$ cat config.mk
export PLATFORM = sky130hd
export DESIGN_NAME = ether_rx_flat
export DESIGN_NICKNAME = d
export VERILOG_FILES = /design/src/rtl/ether_rx_if.sv /design/src/rtl/ether_rx.sv /design/src/flat_wrapper.sv
export SDC_FILE = /design/constraint.sdc
export NUM_CORES = 1
export LEC_CHECK = 0
export CAP_MARGIN = 15
export CORE_MARGIN = 10
export CORE_UTILIZATION = 54
export CTS_BUF_LIST = sky130_fd_sc_hd__clkbuf_4
export DETAILED_ROUTE_END_ITERATION = 8
export GPL_TIMING_DRIVEN = 0
export PLACE_DENSITY = 0.84
export SLEW_MARGIN = 10
export SYNTH_ARGS = -nofsm -noshare
export SYNTH_HDL_FRONTEND = slang
export SYNTH_SLANG_ARGS = --single-unit
$ cat constraint.sdc
create_clock -name clk -period 2.2 [get_ports clk]
set_clock_uncertainty 0.2 [all_clocks]
set_input_delay 0.66 -clock clk [delete_from_list [all_inputs] [get_ports clk]]
set_output_delay 0.66 -clock clk [all_outputs]
set_load 0.02 [all_outputs]
$ cat src/rtl/ether_rx_if.sv
// RMII receive bundle: raw crsdv/rxd in, payload dibit stream out.
// master drives the wire side, slave is the receiver front end.
interface ether_rx_if;
  logic       crsdv;
  logic [1:0] rxd;
  logic       axiov;
  logic [1:0] axiod;
  logic       frame_start;
  logic       frame_end;
  logic       frame_err;

  modport master (
    output crsdv, rxd,
    input  axiov, axiod,
    input  frame_start, frame_end, frame_err
  );

  modport slave (
    input  crsdv, rxd,
    output axiov, axiod,
    output frame_start, frame_end, frame_err
  );
endinterface

$ cat src/rtl/ether_rx.sv
// RMII rx front end: finds preamble+SFD, forwards payload dibits.
// Ports: clk, rst (async, active-low), rx (crsdv/rxd in, axiov/axiod/frame_* out).
module ether_rx #(
  parameter int MIN_PRE    = 28,
  parameter int MAX_DIBITS = 6072
) (
  input logic       clk,
  input logic       rst,
  ether_rx_if.slave rx
);

  localparam int DW = $clog2(MAX_DIBITS + 1);
  localparam logic [5:0]    MIN_W = 6'(MIN_PRE);
  localparam logic [DW-1:0] MAX_W = DW'(MAX_DIBITS);

  typedef enum logic [2:0] {
    IDLE, PRE, DATA, TRUNC, DROP
  } state_t;

  state_t        state_q, state_d;
  logic [5:0]    pre_q, pre_d;
  logic [DW-1:0] dib_q, dib_d;
  logic          err_q, err_d;
  logic          v_q, v_d;
  logic [1:0]    d_q, d_d;
  logic          s_q, s_d;
  logic          e_q, e_d;
  logic          fe_q, fe_d;

  always_ff @(posedge clk or negedge rst) begin
    if (!rst) begin
      state_q <= IDLE;
      pre_q   <= '0;
      dib_q   <= '0;
      err_q   <= 1'b0;
      v_q     <= 1'b0;
      d_q     <= 2'b00;
      s_q     <= 1'b0;
      e_q     <= 1'b0;
      fe_q    <= 1'b0;
    end else begin
      state_q <= state_d;
      pre_q   <= pre_d;
      dib_q   <= dib_d;
      err_q   <= err_d;
      v_q     <= v_d;
      d_q     <= d_d;
      s_q     <= s_d;
      e_q     <= e_d;
      fe_q    <= fe_d;
    end
  end

  always_comb begin
    state_d = state_q;
    pre_d   = pre_q;
    dib_d   = dib_q;
    err_d   = err_q;
    v_d     = 1'b0;
    d_d     = d_q;
    s_d     = 1'b0;
    e_d     = 1'b0;
    fe_d    = 1'b0;
    unique case (state_q)
      IDLE: begin
        if (rx.crsdv) begin
          if (rx.rxd == 2'b01) begin
            state_d = PRE;
            pre_d   = 6'd1;
          end else begin
            state_d = DROP;
          end
        end
      end
      PRE: begin
        if (!rx.crsdv) begin
          state_d = IDLE;
        end else begin
          unique case (rx.rxd)
            2'b01: begin
              if (pre_q != 6'd63)
                pre_d = pre_q + 6'd1;
            end
            2'b11: begin
              if (pre_q >= MIN_W) begin
                state_d = DATA;
                dib_d   = '0;
                err_d   = 1'b0;
              end else begin
                fe_d    = 1'b1;
                state_d = DROP;
              end
            end
            default: begin
              fe_d    = 1'b1;
              state_d = DROP;
            end
          endcase
        end
      end
      DATA: begin
        if (rx.crsdv) begin
          // Overflow is detected on the dibit past the limit, so a
          // frame of exactly MAX_DIBITS still ends cleanly.
          if (dib_q == MAX_W) begin
            err_d   = 1'b1;
            state_d = TRUNC;
          end else begin
            v_d   = 1'b1;
            d_d   = rx.rxd;
            s_d   = (dib_q == '0);
            dib_d = dib_q + 1'b1;
          end
        end else begin
          e_d     = 1'b1;
          fe_d    = (dib_q[1:0] != 2'b00) ||
                    (dib_q == '0) || err_q;
          state_d = IDLE;
        end
      end
      TRUNC: begin
        if (!rx.crsdv) begin
          e_d     = 1'b1;
          fe_d    = 1'b1;
          state_d = IDLE;
        end
      end
      DROP: begin
        if (!rx.crsdv)
          state_d = IDLE;
      end
      default: state_d = IDLE;
    endcase
  end

  assign rx.axiov       = v_q;
  assign rx.axiod       = d_q;
  assign rx.frame_start = s_q;
  assign rx.frame_end   = e_q;
  assign rx.frame_err   = fe_q;

endmodule

$ cat src/flat_wrapper.sv
// flat-port wrapper written by rule: the top's interface ports become plain ports
module ether_rx_flat 
#(
  parameter int MIN_PRE    = 28,
  parameter int MAX_DIBITS = 6072
)
  (clk, rst, rx_crsdv, rx_rxd, rx_axiov, rx_axiod, rx_frame_start, rx_frame_end, rx_frame_err);
  ether_rx_if rx_i ();
  input logic clk;
  input logic rst;
  input wire logic [$bits(rx_i.crsdv)-1:0] rx_crsdv;
  input wire logic [$bits(rx_i.rxd)-1:0] rx_rxd;
  output wire logic [$bits(rx_i.axiov)-1:0] rx_axiov;
  output wire logic [$bits(rx_i.axiod)-1:0] rx_axiod;
  output wire logic [$bits(rx_i.frame_start)-1:0] rx_frame_start;
  output wire logic [$bits(rx_i.frame_end)-1:0] rx_frame_end;
  output wire logic [$bits(rx_i.frame_err)-1:0] rx_frame_err;
  assign rx_i.crsdv = rx_crsdv;
  assign rx_i.rxd = rx_rxd;
  assign rx_axiov = rx_i.axiov;
  assign rx_axiod = rx_i.axiod;
  assign rx_frame_start = rx_i.frame_start;
  assign rx_frame_end = rx_i.frame_end;
  assign rx_frame_err = rx_i.frame_err;
  ether_rx #(.MIN_PRE(MIN_PRE), .MAX_DIBITS(MAX_DIBITS)) u_core (.clk(clk), .rst(rst), .rx(rx_i));
endmodule
# ---- After elaboration in Yosys (flattened, before gate mapping)
# Cells that the tools add are included.
dict set report classes {
  n_addsub 2
  magnitude_cmp 1
  eq_ne 21
  mux 40
  n_bitwise 1
  reduce_logical 14
}
# op n
set ops {}
lappend ops {{2-to-1 mux 13 bit} 5}
lappend ops {{2-to-1 mux 6 bit} 5}
lappend ops {{case mux 13 bit (2 select lines)} 1}
lappend ops {{2-to-1 mux 3 bit} 7}
lappend ops {{AND reduction 6 bit} 3}
lappend ops {{2-to-1 mux 1 bit} 16}
lappend ops {{adder 13 x 1 -> 13 bit (second input constant)} 1}
lappend ops {{== test 13 bit (second input constant)} 1}
lappend ops {{zero test 13 bit} 1}
lappend ops {{!= test 2 x 1 -> 1 bit (second input constant)} 6}
lappend ops {{case mux 3 bit (4 select lines)} 1}
lappend ops {{case mux 6 bit (2 select lines)} 1}
lappend ops {{!= test 2 bit (second input constant)} 5}
lappend ops {{adder 6 x 1 -> 6 bit (second input constant)} 1}
lappend ops {{== test 3 x 2 -> 1 bit (second input constant)} 2}
lappend ops {{greater-or-equal comparator 6 x 5 -> 1 bit (second input constant)} 1}
lappend ops {{!= test 6 bit (second input constant)} 1}
lappend ops {{case mux 3 bit (2 select lines)} 1}
lappend ops {{nonzero test 2 bit} 3}
lappend ops {{case mux 1 bit (2 select lines)} 2}
lappend ops {{AND reduction 4 bit} 1}
lappend ops {{OR reduction 2 bit} 2}
lappend ops {{== test 3 x 1 -> 1 bit (second input constant)} 1}
lappend ops {{== test 3 bit (second input constant)} 1}
lappend ops {{9 further kinds} 10}
dict set report totals {
  regBits 29
  input_bits 5
  out_inout_bits 6
  wordCells 88
}

# ---- Depth between registers and ports, before layout
dict set report logic_depth {
  word_depth 5
  depth_mapped 10
  depth_no_buf 8
}

# ---- Worst setup path after synthesis
# No wires, ideal clock.
dict set report synth_path {
  path_type {reg2reg}
  from {register u_core.dib_q[0]}
  to {register u_core.state_q[1]}
  setup_ns 0.128
  arrival_ns 2.028
  path_slack_ns -0.155
  path_stages_with_launch 9
  n_path_buf 1
  path_cell_list {dfrtp_1 -> inv_1 -> ha_1 -> or4b_4 -> nor4_2 -> or2_1 -> buf_4 -> o21ai_2 -> mux2_1}
}
dict set report synth_via {
  elab_chain_len 3
}
# element line
set synth_lines {}
lappend synth_lines {{start, declared} ether_rx.sv:22} ;# logic [DW-1:0] dib_q, dib_d;
lappend synth_lines {{start signal, assigned} ether_rx.sv:44} ;# dib_q <= dib_d;
lappend synth_lines {{== test 13 bit} ether_rx.sv:105} ;# if (dib_q == MAX_W) begin
lappend synth_lines {{!= test 3 x 2 -> 1 bit (no line)} --}
lappend synth_lines {{AND reduction 4 bit (no line)} --}
lappend synth_lines {{end signal, assigned} ether_rx.sv:42} ;# state_q <= state_d;
lappend synth_lines {{end, declared} ether_rx.sv:20} ;# state_t state_q, state_d;
# Every way passes these cells.
# A chain may end at the register's enable or synchronous reset.

# ---- Final worst setup path
dict set report layout_path {
  from {register u_core.dib_q[0]}
  to {register u_core.dib_q[8]}
}
dict set report layout_via {
  elab_chain_len 4
  word_cells_on_any_way 7
  cone_classes {add/sub: 1; eq/ne: 2; mux: 3; reduce/logical: 1}
}
# element line
set layout_lines {}
lappend layout_lines {{adder 13 x 1 -> 13 bit} ether_rx.sv:112} ;# dib_d = dib_q + 1'b1;
lappend layout_lines {{2-to-1 mux 13 bit} ether_rx.sv:105}
lappend layout_lines {{2-to-1 mux 13 bit} ether_rx.sv:102} ;# if (rx.crsdv) begin
lappend layout_lines {{case mux 13 bit (2 select lines)} ether_rx.sv:64} ;# unique case (state_q)
# Several ways; a longest one is shown, not always the timed one. The select of a mux whose other input is x is not followed.

==> summary.txt <==
outcome: complete, but fails checks
violated checks: negative setup slack
# clock sinks: 29
Tcrit/Tclk final: 1.055
Slew @ Worst Pin: 0.6608 ns
worst vdd ir: 0.4956 mV
Clk Latency, worst-skew pair: 0.34 ns
# setup viols final: 13
Net Count, Synth: 186
First-pass DRT Iterations: 4
startpoint types: flip-flop
Post-DP Area: 0.001749 mm²
post-synth top area share: 0.4517
Die Span Y: 74.55 µm
Clock Pin Slew Worst Setup and Hold Paths: 0.10 ns
dominant synthesized flop cell: dfrtp_1
share of cells above drive strength 1: 0.2624
leading area contributor after synthesis: dfrtp_1
critical-path cell list: inv_2 -> ha_4 -> or4b_4 -> buf_6 -> or4_4 -> and2_4 -> a31oi_1
WHS: 0.1365 ns
first-pass GRT wire length: 6.851 mm
post-route ant nets: 0
met3 usage in global routing: 0.04388
Mapped Area: 0.001607 mm²
slowest cell delay on critical path: 0.49 ns
WL per Instance: 17.87 µm
setup TNS: -0.9827 ns
Via density: 6.326
CP endpoint kind: flip-flop
post-synthesis sequential area ratio: 0.4517
final total power: 1.175 mW
routing usage on met1: 0.1853
final hold viol count: 0
DIE WIDTH: 74.55 µm
number of synthesized flops with an enable pin: 0
Core Box Area: 0.002805 mm²
pin count of the biggest net entering global routing: 30
Rows: 19
final WL: 4.163 mm
WP data required: 2.26 ns
Clock Tree Root: clkbuf_4
die area: 0.005557 mm²
Max-Cap Viols: 0
top cells by area, synth: dfrtp_1, o21ai_0, nand2_1
initial antenna violation count: 0
Layout area overhead: 26.95%
asr flop ratio synth: 1.000
Syn. warnings: 0
Detailed Route Iter0 Violations: 106
port bufs: 10
vias in the first global route: 1496
Longest Clk Path Bufs: 2
M2 GR Usage: 0.2632
GP Congestion: 0.9109
maximum clock rate: 431.0 MHz
Seq cells post-synth: 29
CTS tree: yes
Worst Hold Class: in -> async
Rel. slew slack: 0.5595
CP Class: reg -> reg
H-tree Lvls: 2
Leak: 0.8935 nW
via count: 1474
overflow left after global routing: 0
syn avg cell area: 9.077 µm²
CTS Buf Count: 5
Global Route Usage Sum: 0.1610
GR peak layer: met2
Final WS setup: -0.1204 ns
worst path arrival time: 2.38 ns
synthesized instance count: 177
Remaining DRCs: 0
slowest CP cell: or4b_4
post-route cell area: 0.002039 mm²
Top Ports: 11
crit path time final: 2.320 ns
Initial Util: 0.5727
Synth cell types: 44
diodes inserted: 0
RSZ-0062 raised after global routing: yes
Post-DP HPWL: 2.719 mm
Power per Cell Area: 576.3 mW/mm²
CP Max Fanout: 7
fin. max-slew vios: 0
Final nets: 210
final timing paths:
check                      depth (start not counted)                 end  slack (ns)          startpoint
setup / recovery                                   7     u_core.dib_q[8]       -0.12     u_core.dib_q[0]
hold / removal                                     1    u_core.dib_q[11]        0.14                 rst
setup reg to reg                                   7     u_core.dib_q[8]       -0.12     u_core.dib_q[0]
hold reg to reg                                    2  u_core.rx.axiod[1]        0.30  u_core.rx.axiod[1]
max in group asynchronous                          1     u_core.dib_q[8]        1.23                 rst
min in group clk                                   2  u_core.rx.axiod[1]        0.30  u_core.rx.axiod[1]
kinds of logic (layout without fill, tap and decap cells):
kind of cell	after synthesis	count (layout)	synth area share
buffers and inverters	16	41	0.05374
AO/OA/AOI/OAI	51	51	0.1947
multiplexers	2	2	0.01324
flip-flops	29	29	0.4517
AND/OR/NAND/NOR	75	75	0.2555
adder cells (fa/ha/maj)	4	4	0.03115
sequential cells by signal, summed over array words and instances, names as in the netlist:
name                   flops
u_core.rx.frame_end        1
u_core.rx.axiod            2
u_core.rx.axiov            1
u_core.dib_q              13
u_core.rx.frame_start      1
u_core.state_q             3
u_core.err_q               1
u_core.pre_q               6
u_core.rx.frame_err        1
what timing repair did:
| action | 4_1_cts | 5_1_grt |
|---|---|---|
| setup buffers | 8 | 1 |
| pin swaps | 5 | 5 |
| gates cloned | 1 | 0 |
| hold endpoints to repair | 0 | 0 |
| resized for setup | 17 | 21 |
| setup endpoints to repair | 25 | 24 |
| hold buffers | 0 | 0 |
layout make-up:
class	instances	area [µm²]
clock buffer	5	37.54
inverter	9	38.79
multi-input combinational	132	919.6
buffer	4	37.54
fill	205	765.7
tap	31	38.79
sequential	29	725.7
timing repair buffer	20	176.4
clock inverter	3	65.06
power by group:
group,switching (mW),total [mW],internal [mW]
clock,0.198,0.550,0.352
combinational,0.0417,0.0652,0.0235
sequential,0.0168,0.560,0.543
synth_stat cells (2+ instances only):
library cell / n
nand2_1: 21
buf_6: 3
nor2b_1: 3
o31ai_1: 3
a31oi_1: 5
a21oi_1: 9
a41oi_1: 2
o21ai_2: 2
ha_1: 4
dfrtp_1: 29
o21ai_0: 19
nand4bb_1: 2
nor2_1: 12
nor3b_1: 2
nor3_1: 7
o21ai_1: 3
inv_1: 8
nand4_1: 5
or4_1: 3
nand3_1: 9
clkbuf_1: 3
metal layers:
| metal | vias to the layer above | part of all wire |
|---|---|---|
| met4 | 0 | 0.030 |
| met3 | 14 | 0.076 |
| met2 | 68 | 0.48 |
| met5 | - | 0 |
| li1 | 698 | - |
| met1 | 694 | 0.41 |
per-stage QoR:
step / cells / worst slack [ns] / util
2_1_floorplan: 177 / -0.01105 / -
3_3_place_gp: 218 / -0.9845 / 0.6253
3_5_place_dp: 218 / -1.128 / 0.6236
4_1_cts: 232 / -0.1346 / 0.7029
5_1_grt: 233 / -0.1893 / 0.7270
6_report: 233 / -0.1204 / 0.7270
worst max-delay path: cells and delay by family (launching register included):
kind | cells | cell delay [ns]
fa+ha+maj | 1 | 0.12
buf+inv | 2 | 0.22
compound gates | 1 | 0.17
simple gates | 3 | 1.12
flops | 1 | 0.41
cells in the final DEF (no fill, tap or decap), types with 3 or more instances in the layout:
master	instances
dfrtp_1	29
o21ai_0	19
nand2_1	16
nor2_1	10
nand3_1	9
buf_4	8
nor3_1	7
inv_1	6
a31oi_1	5
buf_6	5
nand4_1	5
a21oi_1	5
nand2_2	5
clkbuf_4	5
clkdlybuf4s50_1	5
a21oi_2	4
or4_1	3
o21ai_1	3
ha_1	3
(Power assumes the default switching activity.)
